[src/rtl/video_frame_source_pkg.sv]
// Shared state encoding and sizing helpers for the frame-playback source.
package video_frame_source_pkg;

    typedef enum logic [2:0] {
        ST_IDLE,
        ST_FRAME_PRE,
        ST_LINE_ACT,
        ST_LINE_BLANK,
        ST_FRAME_POST,
        ST_FRAME_GAP
    } vfs_state_e;

    // Sync/data latency from the FSM to the stream outputs
    localparam int VFS_SYNC_STAGES = 2;

    function automatic int vfs_cnt_w(input int n);
        return (n <= 1) ? 1 : $clog2(n);
    endfunction

    function automatic int vfs_max(input int a, input int b);
        return (a > b) ? a : b;
    endfunction

    function automatic int vfs_frame_period(input int w, input int h, input int hb,
                                            input int v_pre, input int v_post, input int v_gap);
        return v_pre + h * (w + hb) + v_post + v_gap;
    endfunction

endpackage

[src/rtl/video_sync_delay.sv]
// N-stage register for stream sync bits; exposes the first stage and the final stage.
module video_sync_delay #(
    parameter int P_WIDTH  = 2,
    parameter int P_STAGES = 2
) (
    input  logic               i_clk,
    input  logic               i_rst_n,
    input  logic [P_WIDTH-1:0] i_sig,
    output logic [P_WIDTH-1:0] o_first,
    output logic [P_WIDTH-1:0] o_sig
);

    logic [P_STAGES:1][P_WIDTH-1:0] pipe_q;

    always_ff @(posedge i_clk or negedge i_rst_n) begin
        if (!i_rst_n) begin
            pipe_q <= '0;
        end else begin
            pipe_q[1] <= i_sig;
            for (int s = 2; s <= P_STAGES; s++)
                pipe_q[s] <= pipe_q[s-1];
        end
    end

    assign o_first = pipe_q[1];
    assign o_sig   = pipe_q[P_STAGES];

endmodule

[src/rtl/video_frame_source.sv]
// Frame-playback stream source: raster reads from a sync-read frame memory with
// programmable blanking, read data aligned to the delayed v/h syncs.
module video_frame_source
    import video_frame_source_pkg::*;
#(
    parameter int P_DATA_WIDTH = 8,
    parameter int P_IMG_WIDTH  = 256,
    parameter int P_IMG_HEIGHT = 256,
    parameter int P_ADDR_WIDTH = 16,
    parameter int P_H_BLANK    = 2,
    parameter int P_V_PRE      = 3,
    parameter int P_V_POST     = 1,
    parameter int P_V_GAP      = 2
) (
    input  logic                    i_clk,
    input  logic                    i_rst_n,
    input  logic                    i_start,
    input  logic                    i_cont,
    input  logic [P_ADDR_WIDTH-1:0] i_base_addr,
    output logic                    o_rd_en,
    output logic [P_ADDR_WIDTH-1:0] o_rd_addr,
    input  logic [P_DATA_WIDTH-1:0] i_rd_data,
    output logic                    o_v_sync,
    output logic                    o_h_sync,
    output logic [P_DATA_WIDTH-1:0] o_data,
    output logic                    o_busy,
    output logic                    o_frame_done
);

    localparam int COL_W = vfs_cnt_w(P_IMG_WIDTH);
    localparam int ROW_W = vfs_cnt_w(P_IMG_HEIGHT);
    localparam int PH_W  = vfs_cnt_w(vfs_max(vfs_max(P_V_PRE, P_H_BLANK),
                                             vfs_max(P_V_POST, P_V_GAP)));

    vfs_state_e              state_q, state_d;
    logic [PH_W-1:0]         ph_q;
    logic [COL_W-1:0]        col_q;
    logic [ROW_W-1:0]        row_q;
    logic [P_ADDR_WIDTH-1:0] run_addr_q, last_addr_q;
    logic                    ph_last, col_last, row_last, frame_start;
    logic                    v_int, h_int;
    logic [1:0]              vh_d1, vh_d2;

    assign col_last = (int'(col_q) == P_IMG_WIDTH - 1);
    assign row_last = (int'(row_q) == P_IMG_HEIGHT - 1);

    always_comb begin
        ph_last = 1'b0;
        case (state_q)
            ST_FRAME_PRE:  ph_last = (int'(ph_q) == P_V_PRE - 1);
            ST_LINE_BLANK: ph_last = (int'(ph_q) == P_H_BLANK - 1);
            ST_FRAME_POST: ph_last = (int'(ph_q) == P_V_POST - 1);
            ST_FRAME_GAP:  ph_last = (int'(ph_q) == P_V_GAP - 1);
            default:       ph_last = 1'b0;
        endcase
    end

    always_ff @(posedge i_clk or negedge i_rst_n) begin
        if (!i_rst_n) state_q <= ST_IDLE;
        else          state_q <= state_d;
    end

    always_comb begin
        state_d     = state_q;
        frame_start = 1'b0;
        case (state_q)
            ST_IDLE: if (i_start) begin
                frame_start = 1'b1;
                state_d     = (P_V_PRE == 0) ? ST_LINE_ACT : ST_FRAME_PRE;
            end
            ST_FRAME_PRE:  if (ph_last) state_d = ST_LINE_ACT;
            ST_LINE_ACT:   if (col_last) state_d = ST_LINE_BLANK;
            ST_LINE_BLANK: if (ph_last) begin
                if (!row_last)          state_d = ST_LINE_ACT;
                else if (P_V_POST == 0) state_d = ST_FRAME_GAP;
                else                    state_d = ST_FRAME_POST;
            end
            ST_FRAME_POST: if (ph_last) state_d = ST_FRAME_GAP;
            ST_FRAME_GAP:  if (ph_last) begin
                if (i_cont) begin
                    frame_start = 1'b1;
                    state_d     = (P_V_PRE == 0) ? ST_LINE_ACT : ST_FRAME_PRE;
                end else begin
                    state_d = ST_IDLE;
                end
            end
            default: state_d = ST_IDLE;
        endcase
    end

    assign o_rd_en   = (state_q == ST_LINE_ACT);
    assign o_busy    = (state_q != ST_IDLE);
    assign v_int     = (state_q inside {ST_FRAME_PRE, ST_LINE_ACT, ST_LINE_BLANK, ST_FRAME_POST});
    assign h_int     = o_rd_en;
    // Address holds between lines rather than showing the pre-incremented next line start
    assign o_rd_addr = o_rd_en ? run_addr_q : last_addr_q;

    always_ff @(posedge i_clk or negedge i_rst_n) begin
        if (!i_rst_n) begin
            ph_q         <= '0;
            col_q        <= '0;
            row_q        <= '0;
            run_addr_q   <= '0;
            last_addr_q  <= '0;
            o_data       <= '0;
            o_frame_done <= 1'b0;
        end else begin
            ph_q  <= (state_d != state_q) ? '0 : ph_q + 1'b1;
            col_q <= (o_rd_en && !col_last) ? col_q + 1'b1 : '0;
            if (frame_start)
                row_q <= '0;
            else if (state_q == ST_LINE_BLANK && ph_last && !row_last)
                row_q <= row_q + 1'b1;
            if (frame_start)
                run_addr_q <= i_base_addr;
            else if (o_rd_en)
                run_addr_q <= run_addr_q + 1'b1;
            if (o_rd_en)
                last_addr_q <= run_addr_q;
            o_data       <= vh_d1[0] ? i_rd_data : '0;
            o_frame_done <= vh_d2[1] & ~vh_d1[1];
        end
    end

    video_sync_delay #(
        .P_WIDTH  (2),
        .P_STAGES (VFS_SYNC_STAGES)
    ) u_sync_dly (
        .i_clk   (i_clk),
        .i_rst_n (i_rst_n),
        .i_sig   ({v_int, h_int}),
        .o_first (vh_d1),
        .o_sig   (vh_d2)
    );

    assign o_v_sync = vh_d2[1];
    assign o_h_sync = vh_d2[0];

endmodule

[config.mk]
export PLATFORM = sky130hd
export DESIGN_NAME = video_frame_source
export DESIGN_NICKNAME = d
export VERILOG_FILES = /design/src/rtl/video_frame_source_pkg.sv /design/src/rtl/video_sync_delay.sv /design/src/rtl/video_frame_source.sv
export SDC_FILE = /design/constraint.sdc
export NUM_CORES = 1
export LEC_CHECK = 0
export ABC_AREA = 0
export CORE_ASPECT_RATIO = 1.1
export CORE_MARGIN = 2
export CORE_UTILIZATION = 47
export DETAILED_ROUTE_END_ITERATION = 8
export PLACE_DENSITY_LB_ADDON = 0.12
export SLEW_MARGIN = 10
export SYNTH_ARGS = -nofsm -noshare
export SYNTH_HDL_FRONTEND = slang
export SYNTH_SLANG_ARGS = --single-unit
[constraint.sdc]
create_clock -name i_clk -period 1.9 [get_ports i_clk]
set_input_delay 0.38 -clock i_clk [delete_from_list [all_inputs] [get_ports i_clk]]
set_output_delay 0.38 -clock i_clk [all_outputs]
set_load 0.005 [all_outputs]
==> results summary, run 1 <==
The run finished, with violations left. The final reports fail on negative setup slack. Leaving out fill and tap cells, the most frequent cell in the layout is sky130_fd_sc_hd__dfrtp_1. The clock-pin slew on the worst setup and hold paths is 0.07 ns. The area of combinational cells with multiple inputs is 0.001536 mm². The part of the cycle the worst path needs is 114.5%. For the worst setup path, the data arrival time is 1.79 ns. At the pin with the least slew margin, the transition time is 0.5948 ns.

The height of the die is 88.55 µm. The synthesis-stage register bit count is 66. The count of warnings emitted by yosys is 0.

Cells with a size suffix above 1 make up 33.33% of the layout. The timing-limited maximum frequency came out at 459.8 MHz. The number of inserted diodes came out at 0. The final antenna-violating net count is 0. The total standard cell area after synthesis came out at 0.003054 mm². STA classifies the critical path startpoint as a flop. The endpoint identified for the worst register-to-register timing path is last_addr_q[8]$_DFF_PN0_.

The first detailed-routing pass ran for 4 iterations. The worst slew margin relative to its limit came out at 59.93%. STA classifies the critical path endpoint as an output pin. TritonCTS built the clock tree. After global routing the overflow that remains totals 0. The effective utilization at floorplan is 49.02%. The initialized floorplan defines 30 standard-cell rows. The top-level I/O count is 57. The number of DRC violations after detailed-routing iteration 0 came out at 188. The net total in the final layout came out at 465.

The clock latency reported for the late side of the worst-skew pair is 0.35 ns. The share of the Yosys chip area taken by registers is 54.08%. For the finished layout, the period the worst path requires is 2.175 ns. The number of global-route vias before repair was 2,729.

The critical path ends at o_rd_addr[15]. Entering global routing, the biggest net connects 67 pins. In this run the critical register-to-register path is launched from state_q[0]$_DFF_PN0_.

The total routing usage reported by global routing came out at 23.43%. The first-pass GRT wire length came out at 12.59 mm. The final clock skew is 0.006947 ns. In this run the clock root is driven by a sky130_fd_sc_hd__clkbuf_8. The worst-case IR drop observed on VDD is 0.0006972 V. For this run, the leading register cell type out of synthesis is sky130_fd_sc_hd__dfrtp_1. The critical path starts at state_q[0]$_DFF_PN0_. Setup violations remaining at the end of the flow were counted as 21. Max-cap violations in this run came to 0. The floorplan step set the die width to 80.86 µm. The final routed wirelength across all metal layers is 8.085 mm.

The area inside the core boundary came out at 0.006231 mm². Counting every sink on the clock net gives 66. The fraction of synthesis flops using an asynchronous set or reset pin came out at 100.0%. No sink is reached through more buffers than the 2 on the longest clock path. The number of cells on the worst reg-to-reg path came out at 12. Input and output buffers added on the ports amount to 56. The floorplan step defined a die boundary enclosing 0.007160 mm².

The number of vias in the routed layout came out at 2,819. In this run, CTS created clock tree buffers numbering 9. The worst setup slack before clock tree synthesis is -0.2504 ns. The top cell types in the final layout, fill and taps aside, are 66 x sky130_fd_sc_hd__dfrtp_1, 39 x sky130_fd_sc_hd__buf_4, 37 x sky130_fd_sc_hd__clkdlybuf4s50_1. The internal reg-to-reg setup slack is -0.26 ns. Setup repair after global routing could not meet its margin everywhere.

The critical path is of the flop to output pin type. The max-slew violation count is 0. The fill cell instance count of the final layout is 439. The clock tree synthesis step divided the H-tree into 3 levels. The worst hold slack came out at 0.01784 ns. The number of antenna violations at the first check in global routing is 0.

The per-cell routed wire length is 15.61 µm. Using the TritonRoute via totals, the vias-per-cell ratio works out to 5.442. The number of instances in the synthesized netlist is 316. Once routing completed, OpenROAD measured the worst setup slack at -0.2749 ns. The routability congestion estimate from global placement came out at 0.7779. The total nets after synthesis came out at 348. The post-synthesis average cell area came out at 9.665 µm². Power spread over the standard cell area amounts to 1395 mW/mm².

The reported leakage power is 2.207 nW. The post-route DRC violation count came out at 0. The number of enable-type register cells in the synthesized netlist is 0. The largest fanout on the critical path came out at 8. The tightest min-delay check is of the input pin to async pin type. The area of all sequential standard cells is 0.001652 mm². The critical path required time came out at 1.52 ns. The number of hold violations in the final report was 0. The wire-length estimate of the detail-placed layout is 4.775 mm. The layout overhead on the synthesized area came out at 55.02%. In this run, distinct cell masters in the synthesized netlist total 46.
## through the flow
step                      area (µm²)  power (mW)  instances  TNS, ns  utilization, %
after floorplan                 3054       3.087        316        0               -
after global placement          3885       4.112        466   -2.969           62.35
after detailed placement        3885       4.168        466   -3.690           62.35
after CTS                       4504       6.140        513   -4.109           72.29
after global routing            4735       7.006        518   -5.314           75.98
final                           4735       6.604        518   -4.258           75.98
## cell type report
class                   instances  share of cell area (%)
flip-flops and latches         66                   34.88
multi-input cells             227                   32.45
repair buffers                120                   24.66
clock buffers                  10                   2.696
clock inverters                 6                   2.431
well taps                      80                   2.114
inverters                       9                  0.7664
## synthesized netlist by cell type, types with 3 or more instances
library cell | number | share of area, %
sky130_fd_sc_hd__xnor2_1 | 8 | 2.3
sky130_fd_sc_hd__xor2_1 | 5 | 1.4
sky130_fd_sc_hd__or4_1 | 4 | 0.98
sky130_fd_sc_hd__clkbuf_1 | 6 | 0.74
sky130_fd_sc_hd__buf_2 | 6 | 0.98
sky130_fd_sc_hd__o31ai_1 | 6 | 1.5
sky130_fd_sc_hd__a22oi_1 | 3 | 0.74
sky130_fd_sc_hd__ha_1 | 4 | 1.6
sky130_fd_sc_hd__or3_1 | 6 | 1.2
sky130_fd_sc_hd__a31oi_1 | 3 | 0.61
sky130_fd_sc_hd__a21oi_1 | 9 | 1.5
sky130_fd_sc_hd__a211oi_1 | 3 | 0.74
sky130_fd_sc_hd__nand3_1 | 16 | 2.6
sky130_fd_sc_hd__nand4_1 | 5 | 1.0
sky130_fd_sc_hd__o21ai_0 | 16 | 2.6
sky130_fd_sc_hd__nor2_1 | 17 | 2.1
sky130_fd_sc_hd__nor3_1 | 4 | 0.66
sky130_fd_sc_hd__and2_1 | 10 | 2.0
sky130_fd_sc_hd__inv_1 | 8 | 0.98
sky130_fd_sc_hd__nor2b_1 | 4 | 0.82
sky130_fd_sc_hd__o311ai_0 | 4 | 1.1
sky130_fd_sc_hd__dfrtp_1 | 66 | 54
sky130_fd_sc_hd__and3_1 | 6 | 1.2
sky130_fd_sc_hd__nand2_1 | 66 | 8.1
## cells by family (layout without fill, tap and decap cells)
| family | count (synthesis) | in the layout | share of synthesized area [%] |
|---|---|---|---|
| and+or+nand+nor | 152 | 152 | 24.70 |
| buffers and inverters | 23 | 145 | 3.073 |
| xor gates and xnor gates | 13 | 13 | 3.728 |
| DFF | 66 | 66 | 54.08 |
| AOI/OAI and AO/OA | 55 | 55 | 11.76 |
| muxes | 3 | 3 | 1.024 |
| adders and majority gates | 4 | 4 | 1.639 |
## flip-flops by register name, summed over array words and instances, names as in the netlist
signal              flops
last_addr_q            16
run_addr_q             16
state_q                 3
u_sync_dly.o_first      2
u_sync_dly.o_sig        2
row_q                   8
col_q                   8
o_frame_done            1
ph_q                    2
o_data                  8
## power by group
part | total (mW) | switching, mW | internal, mW
Sequential | 2.22 | 0.381 | 1.83
Clock | 1.43 | 0.555 | 0.876
Combinational | 2.96 | 1.27 | 1.69
Total | 6.60 | 2.21 | 4.40
## per-layer routing
layer,global-route usage (%),share of wire (%),vias up,wire [µm]
met5,0,0,-,0
met4,12.33,2.2,0,179
met3,4.592,4.5,17,364
met2,39.59,54,72,4340
met1,28.43,40,1386,3200
li1,-,-,1344,-
## critical path: stages (launching register included)
cell	delay, ns
sky130_fd_sc_hd__dfrtp_1	0.38
sky130_fd_sc_hd__or3b_4	0.43
sky130_fd_sc_hd__buf_6	0.14
sky130_fd_sc_hd__buf_8	0.13
sky130_fd_sc_hd__buf_6	0.13
sky130_fd_sc_hd__nand2_2	0.05
sky130_fd_sc_hd__nand2_2	0.06
sky130_fd_sc_hd__buf_2	0.12
## worst min path at each step
stage                                          from                             to  slack (ns)  cells after the start
finish                                      i_rst_n      last_addr_q[10]$_DFF_PN0_        0.02                      2
global route                                i_rst_n      last_addr_q[10]$_DFF_PN0_        0.06                      2
CTS                                         i_rst_n     run_addr_q[13]$_DFFE_PN0P_        0.04                      2
detailed placement  u_sync_dly.o_first[1]$_DFF_PN0_  u_sync_dly.o_sig[1]$_DFF_PN0_        0.37                      0
global placement    u_sync_dly.o_first[1]$_DFF_PN0_  u_sync_dly.o_sig[1]$_DFF_PN0_        0.37                      0
floorplan                                   i_rst_n             col_q[0]$_DFF_PN0_        0.08                      0
## repair_timing
action	in CTS	in global routing
buffers inserted	30	6
resized for setup	118	51
cloned	2	0
pin swaps	28	16
hold buffers	0	0
endpoints found under the setup margin	22	36
Power figures use the tool's default switching activity.
==> inputs of run 2 (changes only) <==
- CTS_CLUSTER_SIZE: unset -> 25
==> results of run 2 <==
The final DEF is identical to that of run 1; final timing and power are the same.
